`src/rtl/ahbl_master_arbiter_if.sv`:
```
// AHB-Lite signal bundle shared by the master-side ports and the downstream bus.
// The arbiter takes the slave view on each master port and the master view on the shared bus.
interface ahbl_master_arbiter_if;
  logic [31:0] HADDR;
  logic [1:0]  HTRANS;
  logic        HWRITE;
  logic [2:0]  HSIZE;
  logic [31:0] HWDATA;
  logic [31:0] HRDATA;
  logic        HREADY;

  modport master (
    output HADDR, HTRANS, HWRITE, HSIZE, HWDATA,
    input  HRDATA, HREADY
  );

  modport slave (
    input  HADDR, HTRANS, HWRITE, HSIZE, HWDATA,
    output HRDATA, HREADY
  );
endinterface

```
`src/rtl/ahbl_master_arbiter.sv`:
```
// Two-master AHB-Lite arbiter: a non-owner transfer is parked in a pending register and
// the master is stalled through its own HREADY until the transfer is replayed on the bus.
module ahbl_master_arbiter #(
  parameter bit FIXED_PRIO = 1'b0
) (
  input  logic                         HCLK,
  input  logic                         HRESETn,
  ahbl_master_arbiter_if.slave         m0,
  ahbl_master_arbiter_if.slave         m1,
  ahbl_master_arbiter_if.master        bus
);
  localparam logic [1:0] HTRANS_BUSY = 2'b01;
  localparam logic [1:0] HTRANS_SEQ  = 2'b11;

  typedef struct packed {
    logic [31:0] addr;
    logic [1:0]  trans;
    logic        write;
    logic [2:0]  size;
  } xfer_t;

  xfer_t      live   [2];
  xfer_t      pend_q [2];
  xfer_t      addr_x;
  logic [1:0] pend_v_q;
  logic       grant_q, grant_d;
  logic       rr_last_q, rr_last_d;
  logic       dph_v_q, dph_own_q;
  logic [1:0] req, rdy, capture, rel;
  logic       lock;

  assign live[0] = '{addr: m0.HADDR, trans: m0.HTRANS, write: m0.HWRITE, size: m0.HSIZE};
  assign live[1] = '{addr: m1.HADDR, trans: m1.HTRANS, write: m1.HWRITE, size: m1.HSIZE};

  // A replayed transfer takes precedence over whatever the owner is driving live.
  assign addr_x = pend_v_q[grant_q] ? pend_q[grant_q] : live[grant_q];

  assign bus.HADDR  = addr_x.addr;
  assign bus.HTRANS = addr_x.trans;
  assign bus.HWRITE = addr_x.write;
  assign bus.HSIZE  = addr_x.size;
  assign bus.HWDATA = dph_own_q ? m1.HWDATA : m0.HWDATA;

  assign m0.HRDATA = bus.HRDATA;
  assign m1.HRDATA = bus.HRDATA;
  assign m0.HREADY = rdy[0];
  assign m1.HREADY = rdy[1];

  always_comb begin
    req     = '0;
    rdy     = '0;
    capture = '0;
    rel     = '0;
    for (int i = 0; i < 2; i++) begin
      req[i]     = pend_v_q[i] | live[i].trans[1];
      rdy[i]     = (dph_v_q && (dph_own_q == 1'(i))) ? bus.HREADY : !pend_v_q[i];
      rel[i]     = (grant_q == 1'(i)) && bus.HREADY;
      // The owner's live transfer goes straight onto an accepting bus; anything else is parked.
      capture[i] = rdy[i] && live[i].trans[1] &&
                   !((grant_q == 1'(i)) && !pend_v_q[i] && bus.HREADY);
    end
  end

  always_comb begin
    lock      = (addr_x.trans == HTRANS_SEQ) ||
                (live[grant_q].trans == HTRANS_SEQ) ||
                (live[grant_q].trans == HTRANS_BUSY);
    grant_d   = grant_q;
    rr_last_d = rr_last_q;
    if (bus.HREADY && !lock) begin
      if (FIXED_PRIO) begin
        if (req[0])      grant_d = 1'b0;
        else if (req[1]) grant_d = 1'b1;
      end else if (req[~grant_q]) begin
        grant_d = ~grant_q;
      end
      rr_last_d = grant_d;
    end
  end

  always_ff @(posedge HCLK or negedge HRESETn) begin
    if (!HRESETn) begin
      grant_q   <= 1'b0;
      rr_last_q <= 1'b1;
      pend_v_q  <= 2'b00;
      dph_v_q   <= 1'b0;
      dph_own_q <= 1'b0;
    end else begin
      grant_q   <= grant_d;
      rr_last_q <= rr_last_d;
      for (int i = 0; i < 2; i++) begin
        if (capture[i])  pend_v_q[i] <= 1'b1;
        else if (rel[i]) pend_v_q[i] <= 1'b0;
      end
      if (bus.HREADY) begin
        dph_v_q   <= addr_x.trans[1];
        dph_own_q <= grant_q;
      end
    end
  end

  always_ff @(posedge HCLK) begin
    for (int i = 0; i < 2; i++) begin
      if (capture[i]) pend_q[i] <= live[i];
    end
  end
endmodule
```
`src/flat_wrapper.sv`:
```
// flat-port wrapper written by rule: the top's interface ports become plain ports
module ahbl_master_arbiter_flat 
#(
  parameter bit FIXED_PRIO = 1'b0
)
  (HCLK, HRESETn, m0_HADDR, m0_HTRANS, m0_HWRITE, m0_HSIZE, m0_HWDATA, m0_HRDATA, m0_HREADY, m1_HADDR, m1_HTRANS, m1_HWRITE, m1_HSIZE, m1_HWDATA, m1_HRDATA, m1_HREADY, bus_HADDR, bus_HTRANS, bus_HWRITE, bus_HSIZE, bus_HWDATA, bus_HRDATA, bus_HREADY);
  ahbl_master_arbiter_if m0_i ();
  ahbl_master_arbiter_if m1_i ();
  ahbl_master_arbiter_if bus_i ();
  input  logic HCLK;
  input  logic HRESETn;
  input wire logic [$bits(m0_i.HADDR)-1:0] m0_HADDR;
  input wire logic [$bits(m0_i.HTRANS)-1:0] m0_HTRANS;
  input wire logic [$bits(m0_i.HWRITE)-1:0] m0_HWRITE;
  input wire logic [$bits(m0_i.HSIZE)-1:0] m0_HSIZE;
  input wire logic [$bits(m0_i.HWDATA)-1:0] m0_HWDATA;
  output wire logic [$bits(m0_i.HRDATA)-1:0] m0_HRDATA;
  output wire logic [$bits(m0_i.HREADY)-1:0] m0_HREADY;
  input wire logic [$bits(m1_i.HADDR)-1:0] m1_HADDR;
  input wire logic [$bits(m1_i.HTRANS)-1:0] m1_HTRANS;
  input wire logic [$bits(m1_i.HWRITE)-1:0] m1_HWRITE;
  input wire logic [$bits(m1_i.HSIZE)-1:0] m1_HSIZE;
  input wire logic [$bits(m1_i.HWDATA)-1:0] m1_HWDATA;
  output wire logic [$bits(m1_i.HRDATA)-1:0] m1_HRDATA;
  output wire logic [$bits(m1_i.HREADY)-1:0] m1_HREADY;
  output wire logic [$bits(bus_i.HADDR)-1:0] bus_HADDR;
  output wire logic [$bits(bus_i.HTRANS)-1:0] bus_HTRANS;
  output wire logic [$bits(bus_i.HWRITE)-1:0] bus_HWRITE;
  output wire logic [$bits(bus_i.HSIZE)-1:0] bus_HSIZE;
  output wire logic [$bits(bus_i.HWDATA)-1:0] bus_HWDATA;
  input wire logic [$bits(bus_i.HRDATA)-1:0] bus_HRDATA;
  input wire logic [$bits(bus_i.HREADY)-1:0] bus_HREADY;
  assign m0_i.HADDR = m0_HADDR;
  assign m0_i.HTRANS = m0_HTRANS;
  assign m0_i.HWRITE = m0_HWRITE;
  assign m0_i.HSIZE = m0_HSIZE;
  assign m0_i.HWDATA = m0_HWDATA;
  assign m0_HRDATA = m0_i.HRDATA;
  assign m0_HREADY = m0_i.HREADY;
  assign m1_i.HADDR = m1_HADDR;
  assign m1_i.HTRANS = m1_HTRANS;
  assign m1_i.HWRITE = m1_HWRITE;
  assign m1_i.HSIZE = m1_HSIZE;
  assign m1_i.HWDATA = m1_HWDATA;
  assign m1_HRDATA = m1_i.HRDATA;
  assign m1_HREADY = m1_i.HREADY;
  assign bus_HADDR = bus_i.HADDR;
  assign bus_HTRANS = bus_i.HTRANS;
  assign bus_HWRITE = bus_i.HWRITE;
  assign bus_HSIZE = bus_i.HSIZE;
  assign bus_HWDATA = bus_i.HWDATA;
  assign bus_i.HRDATA = bus_HRDATA;
  assign bus_i.HREADY = bus_HREADY;
  ahbl_master_arbiter #(.FIXED_PRIO(FIXED_PRIO)) u_core (.HCLK(HCLK), .HRESETn(HRESETn), .m0(m0_i), .m1(m1_i), .bus(bus_i));
endmodule
```
`config.mk`:
```
export PLATFORM = sky130hd
export DESIGN_NAME = ahbl_master_arbiter_flat
export DESIGN_NICKNAME = d
export VERILOG_FILES = /design/src/rtl/ahbl_master_arbiter_if.sv /design/src/rtl/ahbl_master_arbiter.sv /design/src/flat_wrapper.sv
export SDC_FILE = /design/constraint.sdc
export NUM_CORES = 1
export LEC_CHECK = 0
export CORE_AREA = 2 2 122 124
export DETAILED_ROUTE_END_ITERATION = 12
export DIE_AREA = 0 0 124 126
export GPL_TIMING_DRIVEN = 0
export PLACE_DENSITY = 0.87
export SETUP_SLACK_MARGIN = 0.05
export SLEW_MARGIN = 5
export SYNTH_ARGS = -nofsm -noshare
export SYNTH_HDL_FRONTEND = slang
export SYNTH_SLANG_ARGS = --single-unit
```
`constraint.sdc`:
```
create_clock -name HCLK -period 5.6 [get_ports HCLK]
set_input_delay 1.12 -clock HCLK [delete_from_list [all_inputs] [get_ports HCLK]]
set_output_delay 1.12 -clock HCLK [all_outputs]
set_load 0.02 [all_outputs]
```
* After elaboration in Yosys (flattened, before gate mapping) *
Memory sizes are Yosys's and may differ from the RTL's.
Index checks and enable logic that the tools add are counted.

word-level totals
  input port bits = 175
  word-level logic and storage cells = 59
  output and inout bits = 136
  memories kept = 1
  RAM bits = 76
  register bits = 5

memory list
  memory         words  width  read ports  clocked after memory_dff  write ports  line                       source
  u_core.pend_q  2      38     1           0                         2            ahbl_master_arbiter.sv:23  xfer_t pend_q [2];

operators by class
  bitwise gates (word level) = 5
  reductions and logical operators = 23
  magnitude comparators = 3
  mux-type cells = 19
  equal/unequal tests = 3

operator list
  cell                                                         number
  2-to-1 mux 38 bit                                            4
  2-to-1 mux 32 bit                                            1
  2-to-1 mux 1 bit                                             14
  logical AND 1 bit                                            13
  logical NOT 1 bit                                            5
  equality test 2 bit (second input constant)                  2
  less-than comparator 1 x 2 -> 1 bit (second input constant)  2
  nonzero test 2 bit                                           2
  equality test 2 x 1 -> 1 bit (second input constant)         1
  >= comparator 2 bit (second input constant)                  1
  logical OR 1 bit                                             2
  NOT 1 bit                                                    2
  NOT 1 -> 2 bit                                               1
  OR 1 bit                                                     2
  AND reduction 2 bit                                          1

* Longest topological paths before layout *
  depth after elaboration = 11
  depth in mapped cells = 5
  gate-level depth less buffers = 3

* Worst setup path before layout *
No wires, ideal clock.

  kind = in2reg
  from = input port bus_HREADY
  to = memory u_core.pend_q[0][0] in the netlist's numbering, enable pin
  path slack = 2.473 ns
  arrival = 2.727 ns
  path buffers = 1
  stages on the path = 4
  cell sequence = buf_4 inv_1 mux2i_2 o311a_1

RTL lines
  what                line                       source
  start: declaration  flat_wrapper.sv:32         input wire logic [$bits(bus_i.HREADY)-1:0] bus_HREADY;
  end: declaration    ahbl_master_arbiter.sv:23

* Worst setup path after layout *
  from = input port m0_HTRANS[1]
  to = output port bus_HTRANS[1]

on the way
  cells in the longest elaborated chain, start to end = 4

ends and longest elaborated chain
  what                             line                       source
  start: declaration               flat_wrapper.sv:13         input wire logic [$bits(m0_i.HTRANS)-1:0] m0_HTRANS;
  2-to-1 mux 38 bit (3 in series)  n/a
  2-to-1 mux 38 bit                ahbl_master_arbiter.sv:36  assign addr_x = pend_v_q[grant_q] ? pend_q[grant_q] : live[grant_q];
  end: declaration                 flat_wrapper.sv:27         output wire logic [$bits(bus_i.HTRANS)-1:0] bus_HTRANS;

No other way between the ends. The select of a mux whose other input is x is not followed.

==> metrics.yaml <==
timing:
  slew_violations: 0
  relSlewSlack: 0.608
  whs_ns: 0.614
  final-setup-viol-count: 0
  fin_crit_sh: 0.688
  tns_ns: 0
  finClkSkew_ns: 0.00981
  rsz0062_at_grt: "no"
  worstMarginPinSlew_ns: 0.589
  finalHoldViolations: 0
  max_clock_freq_mhz: 259
  fin_ws_ns: 1.74
  period_needed_ns: 3.86
hold_path:
  hp-class: "flip-flop to flip-flop"
cells_and_area:
  layout.nets: 848
  nFillCells: 1219
  drive_gt1_frac: 0.212
  layoutNonFillerInstCount: 863
  final_cell_area_sq_mm: 0.00807
  area_growth_pct: 70.4
  final_util: 0.564
clocking:
  cts_buffer_depth: 2
  post_cts_buffers: 0
  clkSinkCount: 81
  clock_latency_ns: 0.34
  cts_tree: "built"
  cts_hold_buf: 0
  ctsResizeCount: 0
  cts_buffers: 9
  cts_root_buf: "clkbuf_16"
  ctsHtreeMaxLevel: 3
  clkTransAtPathRegs_ns: 0.05
placement:
  placedCellCount: 846
  post-dp-hpwl_microns: 12100
  dp_slack_ns: 1.76
  port_buffers: 277
  post_dp_cell_area_sq_mm: 0.00778
  globalplace.congestion: 0.857
setup_path:
  crit_slowest_cell: "clkdlybuf4s50_1"
  r2r_cells: 5
  critical_path_arrival_ns: 2.74
  cp-startpoint: "m0_HTRANS[1]"
  crit_family: "buffers and inverters"
  worstSetupEndpoint: "bus_HTRANS[1]"
  cp_max_fo: 6
  critPathBufInv: 2
  rrSetupSlack_ns: 3.64
  crit_type: "input pin to primary output"
  end_kind: "primary output"
  r2r_start: "u_core.pend_v_q[1]"
  max_stage_delay_ns: 0.67
  start_kind: "input pin"
  crit_path_cell_trace: "clkdlybuf4s50_1 -> mux2i_1 -> mux2i_1 -> clkdlybuf4s50_1"
  cp.required_ns: 4.48
  crit_cells: 4
  r2r-end: "u_core.pend_q[1][15]"
synth:
  synth-seq-cells: 81
  synthMuxAreaShare: 0.171
  ys_seq_area_frac: 0.508
  synth_top_family_by_area: "multiplexers"
  yosys.area_share.simple: 0.0624
  yosysMostFrequentCell: "edfxtp_1"
  ys_top_cells_by_area: "edfxtp_1 48%, buf_4 11%, mux2i_1 8.7%"
  yosysUniqueCellTypes: 29
  synth_common_cells: "76 x edfxtp_1, 69 x buf_4, 41 x mux2i_1, 39 x a21oi_1"
  postSynthAreaPerCell_sq_um: 12.4
  synth_compound_area_frac: 0.113
  synth_flop_cell: "edfxtp_1"
  synth_nets: 558
  synth-async-reset-ratio: 0.0617
  yosysTopAreaCellShare: 0.482
  yosysWarnings: 0
  yosysTopAreaCell: "edfxtp_1"
  synth_xor_area_frac: 0
  syn-cell-area_sq_mm: 0.00474
  syn_inst: 383
  synth-edff-count: 76
  synth_fa_ha_area_frac: 0
grt:
  grt_pass1_vias: 4185
  grt.overflow.total: 0
  globalRouteTotalUtil: 0.196
  grt_pass1_wl_microns: 23000
  grtUsageMet3: 0.0521
  grtUsageMet1: 0.259
  grt_max_degree: 27
  use_met2: 0.314
  antenna_found_initial: 0
  gr-max-usage-layer: "met2"
pwr:
  p_leak_nw: 3.08
  power.density_mw_per_mm2: 427
  finalPower_mw: 3.45
  peakVddDrop_v: 0.000305
floorplanning:
  die_width_microns: 124
  core_sq_mm: 0.0143
  pin_count: 311
  die-area_sq_mm: 0.0156
  initial_utilization: 0.331
  fp-row-count: 44
  dieHeight_microns: 126
routing:
  drt_wl_total_microns: 15400
  drc: 0
  viasPerCell: 4.69
  wl_per_cell_microns: 17.8
  dr.first_iter.drc_count: 192
  vias: 4047
  ant_nets: 0
  dr.pass1.iters: 4
outcome:
  status: "completed"
flow_run:
  maxCapViolCount: 0
[state kept, by name, indices dropped and copies added (netlist names)]
| signal | cells |
|---|---|
| u_core.dph_own_q | 1 |
| u_core.pend_v_q | 2 |
| u_core.pend_q | 76 |
| u_core.dph_v_q | 1 |
| u_core.grant_q | 1 |
[report_power, final]
part / internal [mW] / total [mW] / leakage (nW) / switching, mW
Combinational: 0.959 / 2.04 / 2.19 / 1.08
Sequential: 0.813 / 0.849 / 0.760 / 0.0360
Clock: 0.325 / 0.561 / 0.135 / 0.237
Total: 2.10 / 3.45 / 3.08 / 1.35
[cell type report]
class / instances / area (sq um) / area share
Antenna cell: 1 / 2.50 / 0.000310
Buffer: 92 / 678 / 0.0841
Clock buffer: 12 / 256 / 0.0318
Clock inverter: 4 / 28.8 / 0.00357
Inverter: 3 / 11.3 / 0.00140
Multi-Input combinational cell: 207 / 1640 / 0.203
Sequential cell: 81 / 2410 / 0.298
Tap cell: 184 / 230 / 0.0285
Timing Repair Buffer: 279 / 2810 / 0.349
[layout by cell type, fill, tap and decap left out, types with 8 or more instances in the layout]
cell type / synthesis / routed
edfxtp_1: 76 / 76
a211oi_1: 37 / 37
a21oi_1: 39 / 39
clkdlybuf4s50_1: 0 / 277
clkbuf_16: 0 / 9
buf_6: 8 / 8
nor2b_1: 37 / 37
buf_2: 11 / 11
buf_4: 69 / 69
mux2i_1: 41 / 41
mux2_2: 33 / 33
[layer usage]
layer,vias to the layer above,share of wire
met3,20,0.083
met5,-,0
met1,1894,0.42
met2,191,0.48
li1,1942,-
met4,0,0.018
[worst min-delay path by stage]
stage,from,slack (ns),end,cells past startpoint
after detailed placement,u_core.dph_v_q,0.61,u_core.dph_v_q,1
after global placement,u_core.dph_v_q,0.59,u_core.dph_v_q,1
after global routing,u_core.dph_v_q,0.65,u_core.dph_v_q,1
after floorplan,u_core.dph_v_q,0.58,u_core.dph_v_q,1
after CTS,u_core.dph_v_q,0.62,u_core.dph_v_q,1
final,u_core.dph_v_q,0.61,u_core.dph_v_q,1
[cell families (layout without fill, tap and decap cells)]
| logic type | count (synthesis) | count (layout) |
|---|---|---|
| buffers and inverters | 95 | 390 |
| DFF | 81 | 81 |
| other | 0 | 1 |
| AOI/OAI and AO/OA | 83 | 83 |
| muxes | 76 | 76 |
| and+or+nand+nor | 48 | 48 |
(Power assumes the default switching activity.)
